===== config.mk =====
export PLATFORM = sky130hd
export DESIGN_NAME = pss_peak_tracker
export DESIGN_NICKNAME = d
export VERILOG_FILES = /design/src/rtl/pss_pkg.sv /design/src/rtl/pss_score_argmax.sv /design/src/rtl/pss_peak_tracker.sv
export SDC_FILE = /design/constraint.sdc
export NUM_CORES = 1
export LEC_CHECK = 0
export CAP_MARGIN = 15
export CORE_MARGIN = 2
export CORE_UTILIZATION = 40
export DETAILED_ROUTE_END_ITERATION = 6
export PLACE_DENSITY = 0.73
export SLEW_MARGIN = 30
export SYNTH_ARGS = -nofsm -noshare
export SYNTH_HDL_FRONTEND = slang
export SYNTH_SLANG_ARGS = --single-unit

===== constraint.sdc =====
create_clock -name clk_i -period 8.86 [get_ports clk_i]
set_input_delay 0.886 -clock clk_i [delete_from_list [all_inputs] [get_ports clk_i]]
set_output_delay 0.886 -clock clk_i [all_outputs]
set_load 0.02 [all_outputs]

===== src/rtl/pss_pkg.sv =====
// Shared definitions for the PSS peak tracker: mode encoding, FSM states, channel-index width.
package pss_pkg;

  localparam logic [1:0] MODE_SEARCH = 2'd0;
  localparam logic [1:0] MODE_FIND   = 2'd1;
  localparam logic [1:0] MODE_PAUSE  = 2'd2;

  typedef enum logic [1:0] {
    PAUSE_ST  = 2'd0,
    SEARCH_ST = 2'd1,
    TRACK_ST  = 2'd2
  } pss_state_e;

  function automatic int unsigned ch_w(input int unsigned n);
    return (n > 1) ? $clog2(n) : 1;
  endfunction

endpackage


===== src/rtl/pss_score_argmax.sv =====
// Registered argmax over masked channel scores; ties resolve to the lowest channel index.
module pss_score_argmax #(
  parameter int unsigned NUM_CH   = 3,
  parameter int unsigned SCORE_DW = 32,
  parameter int unsigned CH_W     = 2
) (
  input  logic                       clk_i,
  input  logic                       reset_i,
  input  logic [NUM_CH-1:0]          cand_i,
  input  logic [NUM_CH*SCORE_DW-1:0] score_i,
  output logic [CH_W-1:0]            idx_o,
  output logic                       valid_o
);

  logic [CH_W-1:0]     best_idx_c;
  logic [SCORE_DW-1:0] best_score_c;
  logic                found_c;

  // Strict greater-than keeps the earliest (lowest) index on equal scores
  always_comb begin
    best_idx_c   = '0;
    best_score_c = '0;
    found_c      = 1'b0;
    for (int k = 0; k < NUM_CH; k++) begin
      if (cand_i[k] && (!found_c || (score_i[k*SCORE_DW +: SCORE_DW] > best_score_c))) begin
        best_idx_c   = CH_W'(k);
        best_score_c = score_i[k*SCORE_DW +: SCORE_DW];
        found_c      = 1'b1;
      end
    end
  end

  // Index holds its last winner so it doubles as the locked channel
  always_ff @(posedge clk_i) begin
    if (reset_i) begin
      idx_o   <= '0;
      valid_o <= 1'b0;
    end else begin
      valid_o <= found_c;
      if (found_c) idx_o <= best_idx_c;
    end
  end

endmodule


===== src/rtl/pss_peak_tracker.sv =====
// PSS peak arbitration with post-lock time tracking and loss-of-lock detection.
// Optional PSS_SCORE_THRESHOLD_EN adds min_score_i gating of candidate scores.
module pss_peak_tracker
  import pss_pkg::*;
#(
  parameter  int unsigned NUM_CH       = 3,
  parameter  int unsigned SCORE_DW     = 32,
  parameter  int unsigned SSB_INTERVAL = 38400,
  parameter  int unsigned TRACK_TOL    = 100,
  parameter  int unsigned MAX_MISSES   = 3,
  localparam int unsigned CH_W         = ch_w(NUM_CH),
  localparam int unsigned CNT_W        = $clog2(SSB_INTERVAL + TRACK_TOL + 1)
) (
  input  logic                       clk_i,
  input  logic                       reset_i,
  input  logic                       s_axis_in_tvalid,
  input  logic [1:0]                 mode_i,
  input  logic [CH_W-1:0]            requested_N_id_2_i,
  input  logic [NUM_CH-1:0]          peak_detected_i,
  input  logic [NUM_CH*SCORE_DW-1:0] score_i,
`ifdef PSS_SCORE_THRESHOLD_EN
  input  logic [SCORE_DW-1:0]        min_score_i,
`endif
  output logic                       correlator_en_o,
  output logic [CH_W-1:0]            N_id_2_o,
  output logic                       N_id_2_valid_o,
  output logic                       tracking_o,
  output logic [CNT_W-1:0]           sample_cnt_o,
  output logic [3:0]                 miss_cnt_o,
  output logic                       lost_o
);

  localparam int unsigned WIN_LO = SSB_INTERVAL - TRACK_TOL;
  localparam int unsigned WIN_HI = SSB_INTERVAL + TRACK_TOL;

  pss_state_e        state_q, state_d;
  logic [CNT_W-1:0]  cnt_d;
  logic [3:0]        miss_d;
  logic              lost_d;
  logic [NUM_CH-1:0] sel_c, thr_c, cand_c;
  logic              accept_c, pause_req_c, in_win_c, hit_c;

  assign pause_req_c = (mode_i >= MODE_PAUSE);
  assign in_win_c    = (sample_cnt_o >= CNT_W'(WIN_LO)) && (sample_cnt_o <= CNT_W'(WIN_HI));
  assign hit_c       = |cand_c;

  // Candidate mask: channel selection, score threshold, window and pause gating
  always_comb begin
    sel_c = '0;
    for (int k = 0; k < NUM_CH; k++) begin
      if (state_q == TRACK_ST)         sel_c[k] = (N_id_2_o == CH_W'(k));
      else if (mode_i == MODE_SEARCH)  sel_c[k] = 1'b1;
      else if (mode_i == MODE_FIND)    sel_c[k] = (requested_N_id_2_i == CH_W'(k));
    end
`ifdef PSS_SCORE_THRESHOLD_EN
    thr_c = '0;
    for (int k = 0; k < NUM_CH; k++) begin
      thr_c[k] = (score_i[k*SCORE_DW +: SCORE_DW] >= min_score_i);
    end
`else
    thr_c = '1;
`endif
    accept_c = !pause_req_c &&
               ((state_q == SEARCH_ST) || ((state_q == TRACK_ST) && in_win_c));
    cand_c   = peak_detected_i & sel_c & thr_c & {NUM_CH{accept_c}};
  end

  pss_score_argmax #(
    .NUM_CH   (NUM_CH),
    .SCORE_DW (SCORE_DW),
    .CH_W     (CH_W)
  ) u_argmax (
    .clk_i   (clk_i),
    .reset_i (reset_i),
    .cand_i  (cand_c),
    .score_i (score_i),
    .idx_o   (N_id_2_o),
    .valid_o (N_id_2_valid_o)
  );

  // Next state and counter updates; a miss is taken when a sample arrives past the window end
  always_comb begin
    state_d = state_q;
    cnt_d   = sample_cnt_o;
    miss_d  = miss_cnt_o;
    lost_d  = 1'b0;
    case (state_q)
      PAUSE_ST: begin
        cnt_d  = '0;
        miss_d = '0;
        if (!pause_req_c) state_d = SEARCH_ST;
      end
      SEARCH_ST: begin
        if (pause_req_c) begin
          state_d = PAUSE_ST;
        end else if (hit_c) begin
          state_d = TRACK_ST;
          cnt_d   = '0;
          miss_d  = '0;
        end
      end
      TRACK_ST: begin
        if (pause_req_c) begin
          state_d = PAUSE_ST;
          cnt_d   = '0;
          miss_d  = '0;
        end else if (hit_c) begin
          cnt_d  = '0;
          miss_d = '0;
        end else if (s_axis_in_tvalid) begin
          if (sample_cnt_o == CNT_W'(WIN_HI)) begin
            if ((miss_cnt_o + 4'd1) == 4'(MAX_MISSES)) begin
              lost_d  = 1'b1;
              state_d = SEARCH_ST;
              cnt_d   = '0;
              miss_d  = '0;
            end else begin
              miss_d = miss_cnt_o + 4'd1;
              cnt_d  = CNT_W'(TRACK_TOL);
            end
          end else begin
            cnt_d = sample_cnt_o + CNT_W'(1);
          end
        end
      end
      default: state_d = PAUSE_ST;
    endcase
  end

  always_ff @(posedge clk_i) begin
    if (reset_i) begin
      state_q         <= PAUSE_ST;
      sample_cnt_o    <= '0;
      miss_cnt_o      <= '0;
      lost_o          <= 1'b0;
      correlator_en_o <= 1'b0;
      tracking_o      <= 1'b0;
    end else begin
      state_q         <= state_d;
      sample_cnt_o    <= cnt_d;
      miss_cnt_o      <= miss_d;
      lost_o          <= lost_d;
      correlator_en_o <= (state_d != PAUSE_ST);
      tracking_o      <= (state_d == TRACK_ST);
    end
  end

endmodule


# --- Yosys cells after proc, flatten, opt, wreduce, memory -nomap -nowiden ---
# Index checks and enable logic that the tools add are counted.
totals:
  register_bits: 28
  output_inout_bits: 26
  inputBits: 106
  wordCells: 97
classes:
  n_eq_ne: 14
  mux: 42
  n_bitwise: 5
  n_lt_le_gt_ge: 5
  n_reduce_logical: 21
  add_sub_neg: 2
op_table:
  columns: ["op", "count"]
  rows:
  - ["16-bit 2-to-1 mux", 6]
  - ["32-bit > comparator", 2]
  - ["32-bit 2-to-1 mux", 2]
  - ["16-bit one-hot mux with 3 select lines", 1]
  - ["4-bit 2-to-1 mux", 7]
  - ["2-bit 2-to-1 mux", 9]
  - ["16-bit by 1-bit adder with 16-bit output, second input constant", 1]
  - ["16-bit equality test, second input constant", 1]
  - ["16-bit >= comparator, second input constant", 1]
  - ["16-bit less-or-equal comparator, second input constant", 1]
  - ["1-bit 2-to-1 mux", 14]
  - ["4-bit one-hot mux with 3 select lines", 1]
  - ["2-bit by 1-bit equality test with 1-bit output, second input constant", 4]
  - ["2-bit equality test, second input constant", 4]
  - ["2-bit logical NOT", 4]
  - ["8-bit OR reduction", 1]
  - ["7-bit 2-to-1 mux", 1]
  - ["3-bit AND", 2]
  - ["2-bit one-hot mux with 3 select lines", 1]
  - ["1-bit logical AND", 5]
  - ["5-bit AND reduction", 1]
  - ["4-bit by 1-bit adder with 4-bit output, second input constant", 1]
  - ["4-bit by 2-bit equality test with 1-bit output, second input constant", 1]
  - ["2-bit inequality test, second input constant", 2]
  - ["other kinds (10)", 16]

# --- Depth between registers and ports, before layout ---
depth:
  ltp_word: 15
  depth_mapped: 27
  mapped_depth_nobuf: 24

# --- By module ---
# Synthesis repeated with hierarchy kept, for this count alone.
hier_totals:
  hier_cells: 497
  area_unflattened_um2: 3851.2
modules_own_cells:
  columns: ["mod", "cells_each", "seq_area_each_um2", "area_each_um2", "instances"]
  rows:
  - ["pss_score_argmax", 298, 60.1, 2279.7, 1]
  - ["pss_peak_tracker", 199, 500.5, 1571.5, 1]

# --- Worst setup path before layout ---
# No wires, ideal clock.
synth_path:
  kind: "input-to-reg"
  from: "in mode_i[1]"
  to: "reg u_argmax.idx_o[0]"
  t_required_ps: 8802
  path_buffers: 3
  setup_ps: 58
  arrival_ps: 5843
  slack_ps: 2958
  path_stages: 24
  path_cell_list: "or3b_2 nand2_1 o311ai_0 or2_0 buf_2 nor2_1 buf_2 nand2_1 ha_1 nor2b_1 o211ai_1 a2111o_1 o211ai_1 a211oi_1 nor4_4 buf_6 mux2_2 ha_1 nand4_1 or2_2 nor3_1 a311oi_1 a22oi_1 o211a_1"
synth_between:
  elab_chain_len: 15
  word_cells_on_any_way: 31
  cone_classes: "order compare (3); eq/ne (1); mux (16); bitwise (2); reduce/logical (9)"
synth_lines:
  columns: ["item", "line", "source"]
  rows:
  - ["start, declared", "pss_peak_tracker.sv:17", "input logic [1:0] mode_i,"]
  - ["2-bit by 1-bit equality test with 1-bit output", "pss_peak_tracker.sv:53", "else if (mode_i == MODE_FIND) sel_c[k] = (requested_N_id_2_i == CH_W'(k));"]
  - ["1-bit 2-to-1 mux", "pss_peak_tracker.sv:53", null]
  - ["1-bit 2-to-1 mux", "pss_peak_tracker.sv:52", "else if (mode_i == MODE_SEARCH) sel_c[k] = 1'b1;"]
  - ["1-bit 2-to-1 mux", "pss_peak_tracker.sv:51", "if (state_q == TRACK_ST) sel_c[k] = (N_id_2_o == CH_W'(k));"]
  - ["3-bit AND", "pss_peak_tracker.sv:65", "cand_c = peak_detected_i & sel_c & thr_c & {NUM_CH{accept_c}};"]
  - ["3-bit AND (*)", "pss_peak_tracker.sv:65", null]
  - ["32-bit 2-to-1 mux or 1-bit 2-to-1 mux (tied branches)", "pss_score_argmax.sv:25", "if (cand_i[k] && (!found_c || (score_i[k*SCORE_DW +: SCORE_DW] > best_score_c))) begin"]
  - ["32-bit > comparator or 1-bit logical NOT (tied branches)", "pss_score_argmax.sv:25", null]
  - ["1-bit logical OR", "pss_score_argmax.sv:25", null]
  - ["1-bit logical AND", "pss_score_argmax.sv:25", null]
  - ["32-bit 2-to-1 mux or 1-bit 2-to-1 mux (tied branches)", "pss_score_argmax.sv:25", null]
  - ["32-bit > comparator or 1-bit logical NOT (tied branches)", "pss_score_argmax.sv:25", null]
  - ["1-bit logical OR", "pss_score_argmax.sv:25", null]
  - ["1-bit logical AND", "pss_score_argmax.sv:25", null]
  - ["2-bit 2-to-1 mux or 1-bit 2-to-1 mux (tied branches)", "pss_score_argmax.sv:25", null]
  - ["end signal, assigned", "pss_score_argmax.sv:40", "if (found_c) idx_o <= best_idx_c;"]
  - ["end, declared", "pss_score_argmax.sv:11", "output logic [CH_W-1:0] idx_o,"]
# Every way passes the cells marked *; elsewhere a longest branch is shown, timed or not.
# A chain may end at the register's enable or synchronous reset.

# --- Worst setup path after layout ---
# Same ends and word-level chain as after synthesis.

==> out/summary.txt <==
Status - finished, final reports clean
Synth Area in Simple Gates - 24.00%
Post-Syn Instances - 460
Top cells by area, synth - ha_1, dfxtp_1, mux2_2
First-pass GRT wire length - 17.79 mm
Worst path arrival time - 7.51 ns
Period utilization - 82.16%
Clock-pin slew on the worst setup and hold paths - 0.10 ns
CTS Buf Count - 3
Final hold violations - 0
Hold Crit Start - miss_cnt_o[3]
Final setup viols - 0
Fin. max-slew vios - 0
Cell area after layout - 5161 µm²
Sequential area share after synthesis - 15.23%
Post-CTS Setup Bufs - 0
Synth top area share - 23.11%
Inst Count DP - 692
Ys async rst share - 0%
Flop pwr share - 37.9%
Worst vdd ir - 0.05427 mV
Die area - 9986 µm²
Vias per cell - 5.629
EDFF count, synth - 0
Routed wire length - 10.65 mm
Setup Skew - 0.002059 ns
Die Wd - 99.93 µm
Final Non-Filler Cells - 696
WS Path Type - input pin to flip-flop
Reg2reg end - u_argmax.idx_o[0]
Crit. End Element - flip-flop
Compound-cell area share of the yosys netlist - 17.71%
Xor and xnor area share after synthesis - 2.617%
Clk sinks - 28
Peak fanout along the critical path - 32
Mean Syn Cell Area - 8.002 µm²
Hold Path Class - flip-flop to flip-flop
Min Tclk post-route - 7.279 ns
Via Count - 3,918
Hold path cells - 2
Grt ovf - 0
Worst Hold End - miss_cnt_o[3]
Hold Buf Count CTS - 0
Crit start category - input pin
Pin count of the biggest net entering global routing - 33
Max cap viols - 0
Dpl hpwl - 9.083 mm
Yosys top cell by area - ha_1
Antenna diodes - 0
LEAKAGE - 0.001990 µW
Clk Latency, worst-skew pair - 0.28 ns
DRC - 0
P per Cell Area - 65.10 nW/µm²
Fmax - 0.1374 GHz
Clock network power share - 30.4%
Layout cells sized above 1 - 7.692%
RSZ-0062 raised after global routing - false
Post-synthesis adder-cell area fraction - 23.11%
Nets - 760
Total of warnings raised by yosys - 0
Post-cts sizing count - 0
Hold_ws - 0.5442 ns
Die Ht - 99.93 µm
GRT Resource Usage Total - 21.42%
Relative slew slack - 45.12%
Port buffer count - 131
Initial core utilization - 40.61%
Worst reg2reg path depth - 21
Ys flop type - dfxtp_1
Placed Area - 5090 µm²
CTS Root Buffer Type - clkbuf_8
Gpl congestion - 0.9406
Initial antenna violation count - 0
Clock buffer depth - 2
Int Power - 251.1 µW
Sw frac - 25.28%
H-tree Lvls - 1
Io pins - 132
Comb pwr share - 31.7%
Largest family of logic cells by synthesized area - simple AND/OR/NAND/NOR gates
Antenna-violating nets left - 0
Drt wl/cell - 15.30 µm
Vias in the first global route - 3,917
First drt pass iteration count - 5
Detailed Route Iter0 Violations - 181
Switching Power - 84.93 µW
Worst Path Required - 9.09 ns
CTS tree - yes
Worst reg-to-reg setup slack - 2.03 ns
Post-synthesis register bit count - 28
Worst R2R Start - sample_cnt_o[7]
Slew @ Worst Pin - 0.8146 ns
Post-synthesis mux area share - 11.08%
Setup TNS Final - 0 ns
Syn_nets - 634
Synth unique cells - 55
Area growth from synthesis to layout - 40.21%
Cell row count - 35
CORE AREA - 9065 µm²
Synth Cell Area - 3681 µm²
==> worst max-delay path by stage <==
stage,cells after the start,slack (ns),startpoint,end
floorplan,24,2.96,mode_i[1],u_argmax.idx_o[0]
global placement,22,1.13,mode_i[1],u_argmax.idx_o[0]
detailed placement,22,1.27,mode_i[1],u_argmax.idx_o[1]
CTS,22,1.52,mode_i[1],u_argmax.idx_o[0]
global route,23,1.07,mode_i[1],u_argmax.idx_o[1]
finish,22,1.58,mode_i[1],u_argmax.idx_o[0]
==> layout make-up <==
| type | count | area (µm²) |
|---|---|---|
| clock buffer | 3 | 41.29 |
| clock inverter | 1 | 30.03 |
| fill | 832 | 3904 |
| inverter | 43 | 161.4 |
| multi-input combinational | 378 | 2898 |
| sequential | 28 | 560.5 |
| tap | 111 | 138.9 |
| timing repair buffer | 132 | 1331 |
==> layout by cell type, fill, tap and decap left out, drive strengths merged, types with 5 or more instances in the layout <==
cell type / Yosys / final
xnor2: 8 / 8
nor4: 7 / 7
nand2b: 6 / 6
and2: 5 / 5
inv: 43 / 43
and3: 8 / 8
dfxtp: 28 / 28
a21oi: 29 / 29
nor2: 20 / 20
o2111ai: 5 / 5
a211oi: 8 / 8
nor3: 10 / 10
or2: 5 / 5
a21o: 9 / 9
nand2: 52 / 52
nor2b: 11 / 11
nand3: 17 / 17
nand4: 15 / 15
ha: 68 / 68
mux2: 32 / 32
o21ai: 22 / 22
o211ai: 7 / 7
clkdlybuf4s50: 0 / 131
==> critical path, cell delays in order <==
cell	delay (ns)
clkdlybuf4s50_1	0.49
or3b_2	0.52
nand2_1	0.09
o311ai_0	0.20
or2_0	0.44
nor2_4	0.62
nand2_1	0.19
ha_1	0.34
nand4_1	0.18
a2111o_1	0.38
o211ai_1	0.13
a211oi_1	0.15
nor4_4	0.68
buf_12	0.28
mux2_4	0.32
ha_1	0.31
a21oi_1	0.23
a211oi_1	0.11
o41ai_1	0.39
o211ai_1	0.15
a22oi_1	0.22
o211a_1	0.18
==> registers in the layout (all words and copies together), names as in the netlist <==
signal,flops
u_argmax.idx_o,2
u_argmax.valid_o,1
correlator_en_o,1
tracking_o,1
state_q,2
sample_cnt_o,16
lost_o,1
miss_cnt_o,4
==> routing by layer <==
metal | track usage (%) | wire, µm | part of all wire, %
met5 | 0 | 0 | 0
met4 | 3.688 | 153 | 1.4
met3 | 2.019 | 606 | 5.7
met2 | 39.76 | 5292 | 50
met1 | 27.19 | 4599 | 43
==> synth_stat cells, types with 2 or more instances <==
cell type / count
dfxtp_1: 28
nand4_1: 15
and3_1: 8
nor2b_1: 11
buf_6: 3
xor2_1: 3
or2_0: 2
a211oi_1: 8
o2111ai_1: 4
nor2_1: 20
a21oi_1: 29
mux2_1: 2
or4_1: 2
buf_2: 4
o21ai_0: 22
nor4_1: 6
a311oi_1: 2
nand2_1: 52
a21o_1: 9
ha_1: 68
and2_1: 5
mux2_2: 20
or2_2: 3
nor3b_1: 3
clkbuf_1: 4
inv_1: 43
o31ai_1: 2
xnor2_1: 8
nand4b_1: 2
mux2_4: 10
nor3_1: 10
nand2b_1: 6
o211ai_1: 7
a221oi_1: 2
nand3_1: 17
==> power by group through the flow <==
stage               Combinational [µW]  Sequential, µW  Clock [µW]
finish                             106             127         102
global route                       118             128         108
CTS                                106             127         104
detailed placement                 106             130           0
global placement                   103             130           0
floorplan                         40.3             131           0
==> kinds of logic (layout without fill, tap and decap cells) <==
logic type                 count (synthesis)  after routing
buffers and inverters                     54            179
xor gates and xnor gates                  11             11
muxes                                     33             33
AOI/OAI and AO/OA                         97             97
DFF                                       28             28
and+or+nand+nor                          169            169
adders and majority gates                 68             68
==> through the flow <==
stage	worst slack, ns	util, %	total power (µW)
global route	1.068	56.94	354.1
detailed placement	1.269	56.15	235.9
finish	1.581	56.94	336.0
floorplan	2.958	-	171.2
CTS	1.517	56.94	337.6
global placement	1.131	56.09	233.0
No activity file was read; power rests on OpenSTA's default activity.
